==> src/rtl/axi_sram_write_slave_if.sv <==
// AXI4 write-path channels (AW, W, B) for one slave port.
// The master modport is the interconnect side; the slave modport is the endpoint.
interface axi_sram_write_slave_if #(
    parameter int ID_W   = 8,
    parameter int ADDR_W = 32,
    parameter int DATA_W = 32,
    parameter int LEN_W  = 4
);
    // Write-address channel
    logic [ID_W-1:0]     AWID;
    logic [ADDR_W-1:0]   AWADDR;
    logic [LEN_W-1:0]    AWLEN;
    logic [2:0]          AWSIZE;
    logic [1:0]          AWBURST;
    logic                AWVALID;
    logic                AWREADY;

    // Write-data channel
    logic [DATA_W-1:0]   WDATA;
    logic [DATA_W/8-1:0] WSTRB;
    logic                WLAST;
    logic                WVALID;
    logic                WREADY;

    // Write-response channel
    logic [ID_W-1:0]     BID;
    logic [1:0]          BRESP;
    logic                BVALID;
    logic                BREADY;

    modport master (
        output AWID, AWADDR, AWLEN, AWSIZE, AWBURST, AWVALID,
        input  AWREADY,
        output WDATA, WSTRB, WLAST, WVALID,
        input  WREADY,
        input  BID, BRESP, BVALID,
        output BREADY
    );

    modport slave (
        input  AWID, AWADDR, AWLEN, AWSIZE, AWBURST, AWVALID,
        output AWREADY,
        input  WDATA, WSTRB, WLAST, WVALID,
        output WREADY,
        output BID, BRESP, BVALID,
        input  BREADY
    );
endinterface

==> src/rtl/axi_sram_write_slave.sv <==
// AXI4 write slave driving a single-port word-addressed SRAM.
// One burst at a time: AW handshake, W beats written straight to the SRAM,
// then a B response carrying the burst ID. Length mismatches give SLVERR.
module axi_sram_write_slave #(
    parameter int ID_W   = 8,
    parameter int ADDR_W = 32,
    parameter int DATA_W = 32,
    parameter int LEN_W  = 4,
    parameter int MEM_AW = 14
) (
    input  logic                  clk,
    input  logic                  rst,
    axi_sram_write_slave_if.slave bus,
    output logic                  SRAM_CS,
    output logic [DATA_W/8-1:0]   SRAM_WEB,
    output logic [MEM_AW-1:0]     SRAM_A,
    output logic [DATA_W-1:0]     SRAM_DI
);

    localparam int STRB_W = DATA_W / 8;

    typedef enum logic [1:0] {
        IDLE = 2'd0,
        DATA = 2'd1,
        RESP = 2'd2
    } state_t;

    localparam logic [1:0] RESP_OKAY   = 2'b00;
    localparam logic [1:0] RESP_SLVERR = 2'b10;

    state_t            state;
    logic              awready_q;
    logic              wready_q;
    logic              bvalid_q;
    logic [ID_W-1:0]   bid_q;
    logic [1:0]        bresp_q;

    logic [ID_W-1:0]   id_q;
    logic [MEM_AW-1:0] word_q;   // current SRAM word index; wraps modulo 2^MEM_AW
    logic [LEN_W-1:0]  len_q;
    logic [LEN_W:0]    cnt;      // beats accepted so far, saturating
    logic              err_q;

    logic              w_hs;
    logic              in_range;

    // Only the word index of AWADDR matters; size and burst type are fixed.
    logic unused_inputs;
    assign unused_inputs = ^{bus.AWSIZE, bus.AWBURST,
                             bus.AWADDR[1:0], bus.AWADDR[ADDR_W-1:MEM_AW+2]};

    // A beat is taken only when not in reset, so a reset mid-burst blocks the write.
    assign w_hs     = bus.WVALID && wready_q && !rst;
    assign in_range = (cnt <= {1'b0, len_q});

    assign bus.AWREADY = awready_q;
    assign bus.WREADY  = wready_q;
    assign bus.BVALID  = bvalid_q;
    assign bus.BID     = bid_q;
    assign bus.BRESP   = bresp_q;

    // Burst FSM with registered handshake outputs and burst bookkeeping.
    // NOTE: every register here uses <= so all updates see pre-edge values.
    always_ff @(posedge clk) begin
        if (rst) begin
            state     <= IDLE;
            awready_q <= 1'b0;
            wready_q  <= 1'b0;
            bvalid_q  <= 1'b0;
            bid_q     <= '0;
            bresp_q   <= RESP_OKAY;
            id_q      <= '0;
            word_q    <= '0;
            len_q     <= '0;
            cnt       <= '0;
            err_q     <= 1'b0;
        end else begin
            case (state)
                IDLE: begin
                    if (bus.AWVALID && awready_q) begin
                        id_q      <= bus.AWID;
                        word_q    <= bus.AWADDR[MEM_AW+1:2];
                        len_q     <= bus.AWLEN;
                        cnt       <= '0;
                        err_q     <= 1'b0;
                        awready_q <= 1'b0;
                        wready_q  <= 1'b1;
                        state     <= DATA;
                    end else begin
                        awready_q <= 1'b1;
                    end
                end

                DATA: begin
                    if (w_hs) begin
                        word_q <= word_q + 1'b1;
                        if (cnt != '1) begin
                            cnt <= cnt + 1'b1;
                        end
                        if (!in_range) begin
                            err_q <= 1'b1;
                        end
                        if (bus.WLAST) begin
                            // Out-of-range beats always have cnt != len_q, so this
                            // comparison also covers an error raised on this beat.
                            bresp_q  <= (err_q || (cnt != {1'b0, len_q})) ? RESP_SLVERR
                                                                          : RESP_OKAY;
                            bid_q    <= id_q;
                            wready_q <= 1'b0;
                            bvalid_q <= 1'b1;
                            state    <= RESP;
                        end
                    end
                end

                RESP: begin
                    if (bus.BREADY) begin
                        bvalid_q  <= 1'b0;
                        awready_q <= 1'b1;
                        state     <= IDLE;
                    end
                end

                default: begin
                    state     <= IDLE;
                    awready_q <= 1'b0;
                    wready_q  <= 1'b0;
                    bvalid_q  <= 1'b0;
                end
            endcase
        end
    end

    // SRAM write port: active in the same cycle as an in-range W handshake.
    always_comb begin
        // NOTE: idle values are assigned first so no path leaves an output unassigned (no latch).
        SRAM_CS  = 1'b0;
        SRAM_WEB = {STRB_W{1'b1}};
        SRAM_A   = '0;
        SRAM_DI  = '0;
        if (w_hs && in_range) begin
            SRAM_CS  = 1'b1;
            SRAM_WEB = ~bus.WSTRB;
            SRAM_A   = word_q;
            SRAM_DI  = bus.WDATA;
        end
    end

endmodule

==> src/flat_wrapper.sv <==
// flat-port wrapper written by rule: the top's interface ports become plain ports
module axi_sram_write_slave_flat 
#(
    parameter int ID_W   = 8,
    parameter int ADDR_W = 32,
    parameter int DATA_W = 32,
    parameter int LEN_W  = 4,
    parameter int MEM_AW = 14
)
  (clk, rst, SRAM_CS, SRAM_WEB, SRAM_A, SRAM_DI, bus_AWID, bus_AWADDR, bus_AWLEN, bus_AWSIZE, bus_AWBURST, bus_AWVALID, bus_AWREADY, bus_WDATA, bus_WSTRB, bus_WLAST, bus_WVALID, bus_WREADY, bus_BID, bus_BRESP, bus_BVALID, bus_BREADY);
  axi_sram_write_slave_if #(.ID_W(ID_W), .ADDR_W(ADDR_W), .DATA_W(DATA_W), .LEN_W(LEN_W)) bus_i ();
  input  logic clk;
  input  logic rst;
  output logic SRAM_CS;
  output logic [DATA_W/8-1:0] SRAM_WEB;
  output logic [MEM_AW-1:0] SRAM_A;
  output logic [DATA_W-1:0] SRAM_DI;
  input wire logic [$bits(bus_i.AWID)-1:0] bus_AWID;
  input wire logic [$bits(bus_i.AWADDR)-1:0] bus_AWADDR;
  input wire logic [$bits(bus_i.AWLEN)-1:0] bus_AWLEN;
  input wire logic [$bits(bus_i.AWSIZE)-1:0] bus_AWSIZE;
  input wire logic [$bits(bus_i.AWBURST)-1:0] bus_AWBURST;
  input wire logic [$bits(bus_i.AWVALID)-1:0] bus_AWVALID;
  output wire logic [$bits(bus_i.AWREADY)-1:0] bus_AWREADY;
  input wire logic [$bits(bus_i.WDATA)-1:0] bus_WDATA;
  input wire logic [$bits(bus_i.WSTRB)-1:0] bus_WSTRB;
  input wire logic [$bits(bus_i.WLAST)-1:0] bus_WLAST;
  input wire logic [$bits(bus_i.WVALID)-1:0] bus_WVALID;
  output wire logic [$bits(bus_i.WREADY)-1:0] bus_WREADY;
  output wire logic [$bits(bus_i.BID)-1:0] bus_BID;
  output wire logic [$bits(bus_i.BRESP)-1:0] bus_BRESP;
  output wire logic [$bits(bus_i.BVALID)-1:0] bus_BVALID;
  input wire logic [$bits(bus_i.BREADY)-1:0] bus_BREADY;
  assign bus_i.AWID = bus_AWID;
  assign bus_i.AWADDR = bus_AWADDR;
  assign bus_i.AWLEN = bus_AWLEN;
  assign bus_i.AWSIZE = bus_AWSIZE;
  assign bus_i.AWBURST = bus_AWBURST;
  assign bus_i.AWVALID = bus_AWVALID;
  assign bus_AWREADY = bus_i.AWREADY;
  assign bus_i.WDATA = bus_WDATA;
  assign bus_i.WSTRB = bus_WSTRB;
  assign bus_i.WLAST = bus_WLAST;
  assign bus_i.WVALID = bus_WVALID;
  assign bus_WREADY = bus_i.WREADY;
  assign bus_BID = bus_i.BID;
  assign bus_BRESP = bus_i.BRESP;
  assign bus_BVALID = bus_i.BVALID;
  assign bus_i.BREADY = bus_BREADY;
  axi_sram_write_slave #(.ID_W(ID_W), .ADDR_W(ADDR_W), .DATA_W(DATA_W), .LEN_W(LEN_W), .MEM_AW(MEM_AW)) u_core (.clk(clk), .rst(rst), .bus(bus_i), .SRAM_CS(SRAM_CS), .SRAM_WEB(SRAM_WEB), .SRAM_A(SRAM_A), .SRAM_DI(SRAM_DI));
endmodule
==> config.mk <==
export PLATFORM = sky130hd
export DESIGN_NAME = axi_sram_write_slave_flat
export DESIGN_NICKNAME = d
export VERILOG_FILES = /design/src/rtl/axi_sram_write_slave_if.sv /design/src/rtl/axi_sram_write_slave.sv /design/src/flat_wrapper.sv
export SDC_FILE = /design/constraint.sdc
export NUM_CORES = 1
export LEC_CHECK = 0
export ABC_AREA = 0
export CAP_MARGIN = 30
export CORE_ASPECT_RATIO = 1.1
export CORE_UTILIZATION = 40
export DETAILED_ROUTE_END_ITERATION = 8
export DONT_BUFFER_PORTS = 1
export GPL_TIMING_DRIVEN = 0
export PLACE_DENSITY = 0.62
export SYNTH_ARGS = -nofsm -noshare
export SYNTH_HDL_FRONTEND = slang
export SYNTH_SLANG_ARGS = --single-unit
==> constraint.sdc <==
create_clock -name clk -period 2.7 [get_ports clk]
set_input_delay 0.54 -clock clk [delete_from_list [all_inputs] [get_ports clk]]
set_output_delay 0.54 -clock clk [all_outputs]
set_load 0.05 [all_outputs]
# After elaboration in Yosys (flattened, before gate mapping)
# Index checks and enable logic that the tools add are counted.
[totals] register_bits=47 latch_bits=0 ram_bits=0 mem_bits_ro=0 wordCells=77 mem_count=0
[classes] addsub=2 n_mul=0 div=0 n_lt_le_gt_ge=1 eq_ne=10 n_shift=0 muxes=32 bitwise_logic=4 n_reduce_logical=17
[op_table] cell="$mux 14" n=3
[op_table] cell="$mux 32" n=1
[op_table] cell="$pmux 14 s2" n=1
[op_table] cell="$reduce_and 4->1" n=5
[op_table] cell="$mux 5" n=3
[op_table] cell="$add 14x1->14 const B" n=1
[op_table] cell="$mux 1" n=12
[op_table] cell="$mux 2" n=5
[op_table] cell="$pmux 5 s2" n=1
[op_table] cell="$pmux 1 s3" n=3
[op_table] cell="$ne 2x1->1 const B" n=3
[op_table] cell="$ne 2x2->1 const B" n=3
[op_table] cell="$pmux 2 s3" n=1
[op_table] cell="$reduce_and 3->1" n=2
[op_table] cell="$add 5x1->5 const B" n=1
[op_table] cell="$le 5x4->1" n=1
[op_table] cell="$ne 5x4->1" n=1
[op_table] cell="$ne 5x5->1 const B" n=1
[op_table] cell="$logic_and 1x1->1" n=4
[op_table] cell="$mux 4" n=1
[op_table] cell="$not 4->4" n=1
[op_table] cell="$reduce_and 2->1" n=2
[op_table] cell="$not 1->1" n=3
[op_table] cell="$eq 2x1->1 const B" n=1
[op_table] cell="6 further kinds" n=6

# Longest topological paths before layout
# Gate-level depths: netlist of the first run.
[logic_depth] ltp_word=4 mapped_depth=7

# Worst setup path after synthesis of the first run
# Ideal clock, no wire load.
[synth_path] path_type="register to output" start="register u_core.len_q[3]" end="output port SRAM_DI[26]" arrival_ns=2.228 required_time_ns=2.160 slack_ns=-0.068 path_stages_with_launch=8 n_path_buf=1 path_cell_list="dfxtp_1 -> inv_1 -> ha_1 -> nand3_1 -> or3b_2 -> a21oi_2 -> buf_2 -> and2_1"
[synth_via] elab_chain_cells=3
[synth_lines] item="start: declaration" line="axi_sram_write_slave.sv:40" text="logic [LEN_W-1:0] len_q;"
[synth_lines] item="start signal: assignment" line="axi_sram_write_slave.sv:83" text="len_q <= bus.AWLEN;"
[synth_lines] item="$le 5x4->1" line="axi_sram_write_slave.sv:54" text="assign in_range = (cnt <= {1'b0, len_q});"
[synth_lines] item="$logic_and 1x1->1" line="axi_sram_write_slave.sv:141" text="if (w_hs && in_range) begin"
[synth_lines] item="$mux 32" line="axi_sram_write_slave.sv:141"
[synth_lines] item="end: declaration" line="flat_wrapper.sv:17" text="output logic [DATA_W-1:0] SRAM_DI;"
# No other way between the ends.

# Final worst setup path of the first run
[layout_path] start="register u_core.len_q[1]" end="output port SRAM_DI[23]"
# The elaborated chain is that of the path after synthesis.

==> results of run 1 <==
-- power by group --
| group | switching, W | total [W] | internal (W) | leakage [nW] |
|---|---|---|---|---|
| clock | 0.000239 | 0.000512 | 0.000273 | 0.0579 |
| sequential | 0.0000441 | 0.000751 | 0.000707 | 0.377 |
| combinational | 0.000159 | 0.000251 | 0.0000915 | 0.757 |
-- cells by family (layout without fill, tap and decap cells) --
family / Yosys count / in the layout
compound gates: 82 / 82
buf+inv: 35 / 47
other cells: 1 / 2
flops: 46 / 46
fa+ha+maj: 7 / 7
simple gates: 161 / 161
mux: 8 / 8
-- worst max-delay path: cells and delay by family, from the launching register on --
family,cells,cell delay [ns]
buf+inv,3,0.35
simple gates,3,0.70
flops,1,0.34
compound gates,1,0.15
fa+ha+maj,1,0.27
-- synth_stat cells (all sizes together), types with 2 or more instances --
library cell  instances  area share, %
and2                 50             12
dfxtp                46             35
nand2                40            5.7
a21oi                38            7.4
nor2                 25            3.6
clkbuf               16            2.3
o21ai                15            2.9
inv                  11            1.6
nand3                 9            1.7
mux2i                 8            3.1
buf                   7            1.6
ha                    7            3.3
nand4                 7            1.7
a211oi                4            1.1
and3                  4           0.95
nor3                  4           0.76
o32ai                 4            1.3
a31oi                 3           0.72
nor4                  3           0.72
o31a                  3            1.0
a21boi                2           0.57
a221o                 2           0.76
a32oi                 2           0.67
and4                  2           0.67
and4b                 2           0.76
nor3b                 2           0.57
nor4bb                2           0.76
or3                   2           0.48
-- through the flow --
step / setup TNS [ns] / area, um2 / setup WS, ns / total power (W)
3_3_place_gp: -8.33 / 2730 / -0.202 / 0.000973
3_5_place_dp: -9.50 / 2730 / -0.225 / 0.000977
2_1_floorplan: 0 / 2630 / 0.0451 / 0.000926
6_report: 0 / 3200 / 0.0423 / 0.00151
5_1_grt: -1.11 / 3200 / -0.0337 / 0.00158
4_1_cts: 0 / 3190 / 0.000458 / 0.00152
-- path summary, 6_finish.rpt --
| path | start | end | cells after the start |
|---|---|---|---|
| hold / removal | bus_AWLEN[2] | u_core.len_q[2]$_SDFFE_PP0P_ | 2 |
| hold reg to reg | u_core.id_q[1]$_SDFFE_PP0P_ | u_core.id_q[1]$_SDFFE_PP0P_ | 2 |
| setup / recovery | u_core.len_q[1]$_SDFFE_PP0P_ | SRAM_DI[23] | 8 |
| setup reg to reg | u_core.bus.WREADY$_SDFFE_PP0P_ | u_core.word_q[9]$_SDFFE_PP0P_ | 4 |
-- layer usage --
metal | GRT usage (%) | wire (um)
met4 | 6.94 | 57
met1 | 24.1 | 2940
met2 | 44.9 | 4250
met3 | 7.02 | 681
met5 | 0 | 13
-- layout by cell type, fill, tap and decap left out, types with 12 or more instances in the layout --
master and n:
and2_4 45, nand2_1 36, a21oi_1 37, o21ai_0 14, nor2_1 25, dfxtp_1 39, clkbuf_1 12
-- flip-flops by register name (all words and copies together) (netlist names) --
signal              count
u_core.word_q          14
u_core.bus.BID          8
u_core.bus.WREADY       1
u_core.len_q            4
u_core.err_q            1
u_core.bus.BRESP        1
u_core.bus.BVALID       1
u_core.id_q             8
u_core.bus.AWREADY      1
u_core.state            2
u_core.cnt              5
-- final cells by class --
type	count	area [um2]	area share (%)
diodes	1	2.50	0.0782
plain buffers	23	179	5.59
clock buffers	5	68.8	2.15
clock inverters	3	40.0	1.25
inverters	12	45.0	1.41
multi-input cells	259	1760	55.0
flip-flops and latches	46	930	29.1
well taps	80	100	3.13
repair buffers	4	73.8	2.31
-- repair_timing --
| action | CTS | global route |
|---|---|---|
| endpoints found under the setup margin | 51 | 49 |
| pin swaps | 12 | 23 |
| buffers inserted | 2 | 0 |
| resized for setup | 127 | 3 |
| gates cloned | 2 | 0 |
==> results.txt, run 1 <==
Slew Limit Fails - 0
Syn Area/Cell - 7.72 um2
Initial antenna violation count - 2
ANT nets after route - 0
Hold Path Class - input pin to register
Hold Slack - 0.359 ns
Synth Net Count - 438
Crit path cell chain - inv_2 -> ha_4 -> nand3_4 -> or3b_4 -> a21oi_4 -> buf_12 -> clkbuf_8 -> and2_4
Number of hold buffers added after CTS - 0
Ys flop type - dfxtp_1
Fillers - 605
DRT iter0 DRCs - 116
Rel. slew slack - 45.2%
RSZ-0062 raised after global routing - true
Die area - 6890 um2
Number of CTS-inserted buffers - 5
Worst Setup Start Kind - register
Max Cap Viol - 0
Via count - 2504
Main combinational cell family by area after synthesis - simple AND/OR/NAND/NOR gates
Clk root buf - clkbuf_8
Mapped Area - 2620 um2
Die Wd - 79.2 um
Area Growth Syn to Fin - 21.9%
Arrival time worst endpoint - 2.12 ns
CTS tree - yes
Compound-gate portion of the synthesized area - 19.3%
DRC Markers - 0
FF+latch count, synth - 46
Sink Count - 46
Post-DR wirelength/cell - 18.3 um
Synth Area in Adders - 3.34%
Fin crit share - 98.4%
CP Class - register to output port
Placer congestion estimate - 0.850
Max VDD drop - 0.339 mV
First-pass DRT Iterations - 4
Critical-path maximum fanout - 10
Dpl cells - 420
Warnings from Yosys - 0
Mux contribution to synthesized area - 3.05%
Mean number of vias per cell - 5.78
FFs w/ async S/R, synth - 0%
Worst Tran Pin Value - 0.816 ns
Xor and xnor area share after synthesis - 0%
Fraction of layout cells with a size suffix above 1 - 25.0%
Port bufs - 0
# rows - 30
Initial Util - 41.9%
First-pass GRT wire length - 12200 um
GRT Residual Overflow - 0
Clk slew on worst S/H paths - 0.08 ns
Clock Path Buffers - 2
Chip Height - 86.9 um
Post-synthesis simple-gate area fraction - 33.5%
Routed WL - 7940 um
Clk Latency, worst-skew pair - 0.30 ns
Max frequency - 376 MHz
Final core utilization - 51.0%
Nets - 449
Sequential area share after synthesis - 35.1%
Number of flops mapped to enable cells by yosys - 0
CORE AREA - 6270 um2
# setup viols final - 0
Post-synth cell types - 54
Vias in the first global route - 2404
Htree depth - 2
Period minus WS final - 2.66 ns
Post-synthesis cell count - 340
CP Data Required Time - 2.16 ns
Final hold violations - 0
Endpoint class of the critical path - output port
Layout Skew - 0.0111 ns
Hpwl dp - 5940 um
Power density over the cells - 473 nW/um2
Slowest-stage cell, CP - or3b_4
Outcome - complete, no violations
Largest net degree at the start of global routing - 15
R2R setup slack - 0.44 ns
Crit-path max cell delay - 0.40 ns
GRT Util Overall - 23.4%
Lkg Pwr - 1.19 nW
I/O pins - 155
Final std cells w/o fill - 433
Note: power is estimated with default switching activity, not from simulation.
==> run 2: changes to the inputs <==
--- a/config.mk
+++ b/config.mk
@@ -8,11 +8,11 @@
 export ABC_AREA = 0
 export CAP_MARGIN = 30
 export CORE_ASPECT_RATIO = 1.1
-export CORE_UTILIZATION = 40
+export CORE_UTILIZATION = 35
 export DETAILED_ROUTE_END_ITERATION = 8
 export DONT_BUFFER_PORTS = 1
 export GPL_TIMING_DRIVEN = 0
-export PLACE_DENSITY = 0.62
+export PLACE_DENSITY = 0.57
 export SYNTH_ARGS = -nofsm -noshare
 export SYNTH_HDL_FRONTEND = slang
 export SYNTH_SLANG_ARGS = --single-unit
==> results.txt, run 2 (same netlist as run 1, synthesis figures left out) <==
Commonest non-fill, non-tap cells in the layout - and2_4 (45), dfxtp_1 (39), a21oi_1 (37)
Setup TNS Final - 0 ns (unchanged)
Fin crit share - 99.6% (+1.2 points)
Most common cell after layout, fill and taps aside - and2_4
Worst Setup Start Kind - register
Placer congestion estimate - 0.835 (-1.8%)
Final std cells w/o fill - 437 (+0.92%)
Rel. slew slack - 49.4% (+4.2 points)
CTS tree - yes
Die area - 7850 um2 (+14%)
Clk Latency, worst-skew pair - 0.30 ns (about the same)
# rows - 32 (+6.7%)
Fraction of layout cells with a size suffix above 1 - 24.7% (-0.28 points)
Chip Height - 92.8 um (+6.7%)
Clk root buf - clkbuf_8
Wire length on met2 - 4360 um (+2.4%)
Uppermost layer routed - met4
Via count - 2505 (+0.040%)
Max FFs per register - 14 (unchanged)
Port bufs - 0 (unchanged)
# setup viols final - 0 (unchanged)
Fillers - 693 (+15%)
Largest net degree at the start of global routing - 15 (unchanged)
Met3 wire length - 640 um (-6.0%)
Hpwl dp - 6140 um (+3.5%)
Area Growth Syn to Fin - 22.4%
Antenna fix cells - 0 (-1)
Power density over the cells - 475 nW/um2 (+0.36%)
Dpl cells - 425 (+1.2%)
First-pass DRT Iterations - 9 (+5)
Period minus WS final - 2.69 ns (+0.0311 ns)
Reg with most FFs - u_core.word_q
Max frequency - 372 MHz (-1.2%)
Violated checks - design-rule violations
Htree depth - 2 (unchanged)
Lkg Pwr - 1.18 nW (-1.0%)
Worst Tran Pin Value - 0.754 ns (-0.0625 ns)
Initial Util - 36.8% (-5.0 points)
Outcome - finished, violations left
Number of CTS-inserted buffers - 5 (unchanged)
Routed WL - 8150 um (+2.6%)
Hold Path Class - input pin to register
Sink Count - 46 (unchanged)
Endpoint class of the critical path - output port
Arrival time worst endpoint - 2.15 ns (+0.03 ns)
Max VDD drop - 0.284 mV (-16%)
M1 wire length - 2900 um (-1.3%)
GRT Residual Overflow - 0 (unchanged)
CP Data Required Time - 2.16 ns (about the same)
Max Cap Viol - 0 (unchanged)
Post-DR wirelength/cell - 18.6 um (+1.6%)
Nets - 449 (unchanged)
DRC Markers - 17 (+17)
CORE AREA - 7130 um2 (+14%)
CP Class - register to output port
Clk slew on worst S/H paths - 0.08 ns (about the same)
Vias in the first global route - 2427 (+0.96%)
ANT nets after route - 0 (unchanged)
RSZ-0062 raised after global routing - true
Critical-path maximum fanout - 7 (-3)
Die Wd - 84.6 um (+6.7%)
GRT Util Overall - 20.9% (-2.4 points)
DRT iter0 DRCs - 179 (+54%)
Slew Limit Fails - 0 (unchanged)
I/O pins - 155 (unchanged)
Clock Path Buffers - 2 (unchanged)
Initial antenna violation count - 0 (-2)
Mean number of vias per cell - 5.73 (-0.88%)
Layout Skew - 0.00485 ns (-0.00626 ns)
First-pass GRT wire length - 12600 um (+4.1%)
Final hold violations - 0 (unchanged)
run 2: changes by cell type in the layout (fill, tap and decap cells not counted):
cell | previous run | this run
clkbuf_1 | 12 | 13
buf_4 | 2 | 3
clkinvlp_4 | 0 | 1
nand3_2 | 0 | 1
diode_2 | 1 | 0
clkbuf_8 | 8 | 6
clkbuf_16 | 2 | 3
clkinv_2 | 2 | 0
nand3_4 | 1 | 0
nand2_8 | 0 | 1
nand2_4 | 4 | 3
run 2: cell type report:
type                            count  area [um2]  share of cell area [%]
Clock buffer                        6        72.6                    2.26
Tap cell                           85         106                    3.31
Inverter                           12        45.0                    1.40
Multi-Input combinational cell    259        1760                    54.9
Sequential cell                    46         930                    29.0
Buffer                             23         190                    5.92
Timing Repair Buffer                4        67.6                    2.10
Clock inverter                      2        37.5                    1.17
run 2: what timing repair did:
| item | CTS | global route |
|---|---|---|
| hold buffers | 0 | 0 |
| gates cloned | 1 | 0 |
| endpoints found under the setup margin | 51 | 49 |
| gates resized for setup | 126 | 4 |
| buffers inserted | 2 | 1 |
| pin swaps | 6 | 34 |
run 2: path summary, 6_finish.rpt:
kind         cells past startpoint                           start  slack [ns]                             end
min reg2reg                      2     u_core.id_q[3]$_SDFFE_PP0P_        0.46     u_core.id_q[3]$_SDFFE_PP0P_
min                              2                    bus_AWLEN[3]        0.36    u_core.len_q[3]$_SDFFE_PP0P_
max                              8    u_core.len_q[2]$_SDFFE_PP0P_        0.01                     SRAM_WEB[0]
max reg2reg                      4  u_core.bus.WREADY$_SDFFE_PP0P_        0.49  u_core.word_q[10]$_SDFFE_PP0P_
run 2: report_power, final:
part           internal (W)  switching [W]  total (W)
combinational     0.0000911       0.000160   0.000251
clock              0.000277       0.000246   0.000522
sequential         0.000707      0.0000441   0.000751
total               0.00107       0.000450    0.00152
run 2: through the flow:
step           utilization [%]  setup WS, ns  hold slack, ns  total power (W)  instance area (um2)
2_1_floorplan                -        0.0451           0.436         0.000926                 2630
3_3_place_gp              38.4        -0.259           0.442         0.000976                 2740
3_5_place_dp              38.4        -0.268           0.447         0.000980                 2740
4_1_cts                   44.8       0.00150           0.353          0.00153                 3190
5_1_grt                   45.0       -0.0426           0.355          0.00159                 3210
6_report                  45.0        0.0112           0.362          0.00152                 3210
run 2: per-layer routing:
| metal | global-route usage (%) | up-vias |
|---|---|---|
| li1 | - | 1217 |
| met1 | 21.8 | 1148 |
| met2 | 40.4 | 127 |
| met3 | 4.72 | 13 |
| met4 | 8.05 | 0 |
| met5 | 0 | - |
run 2: critical path, stage by stage, from the launching register on:
cell and delay (ns):
dfxtp_2 0.34, inv_2 0.04, ha_4 0.26, nand3_2 0.08, or3b_4 0.42, a21oi_4 0.15
buf_12 0.15, bufbuf_16 0.27, nand2_4 0.12
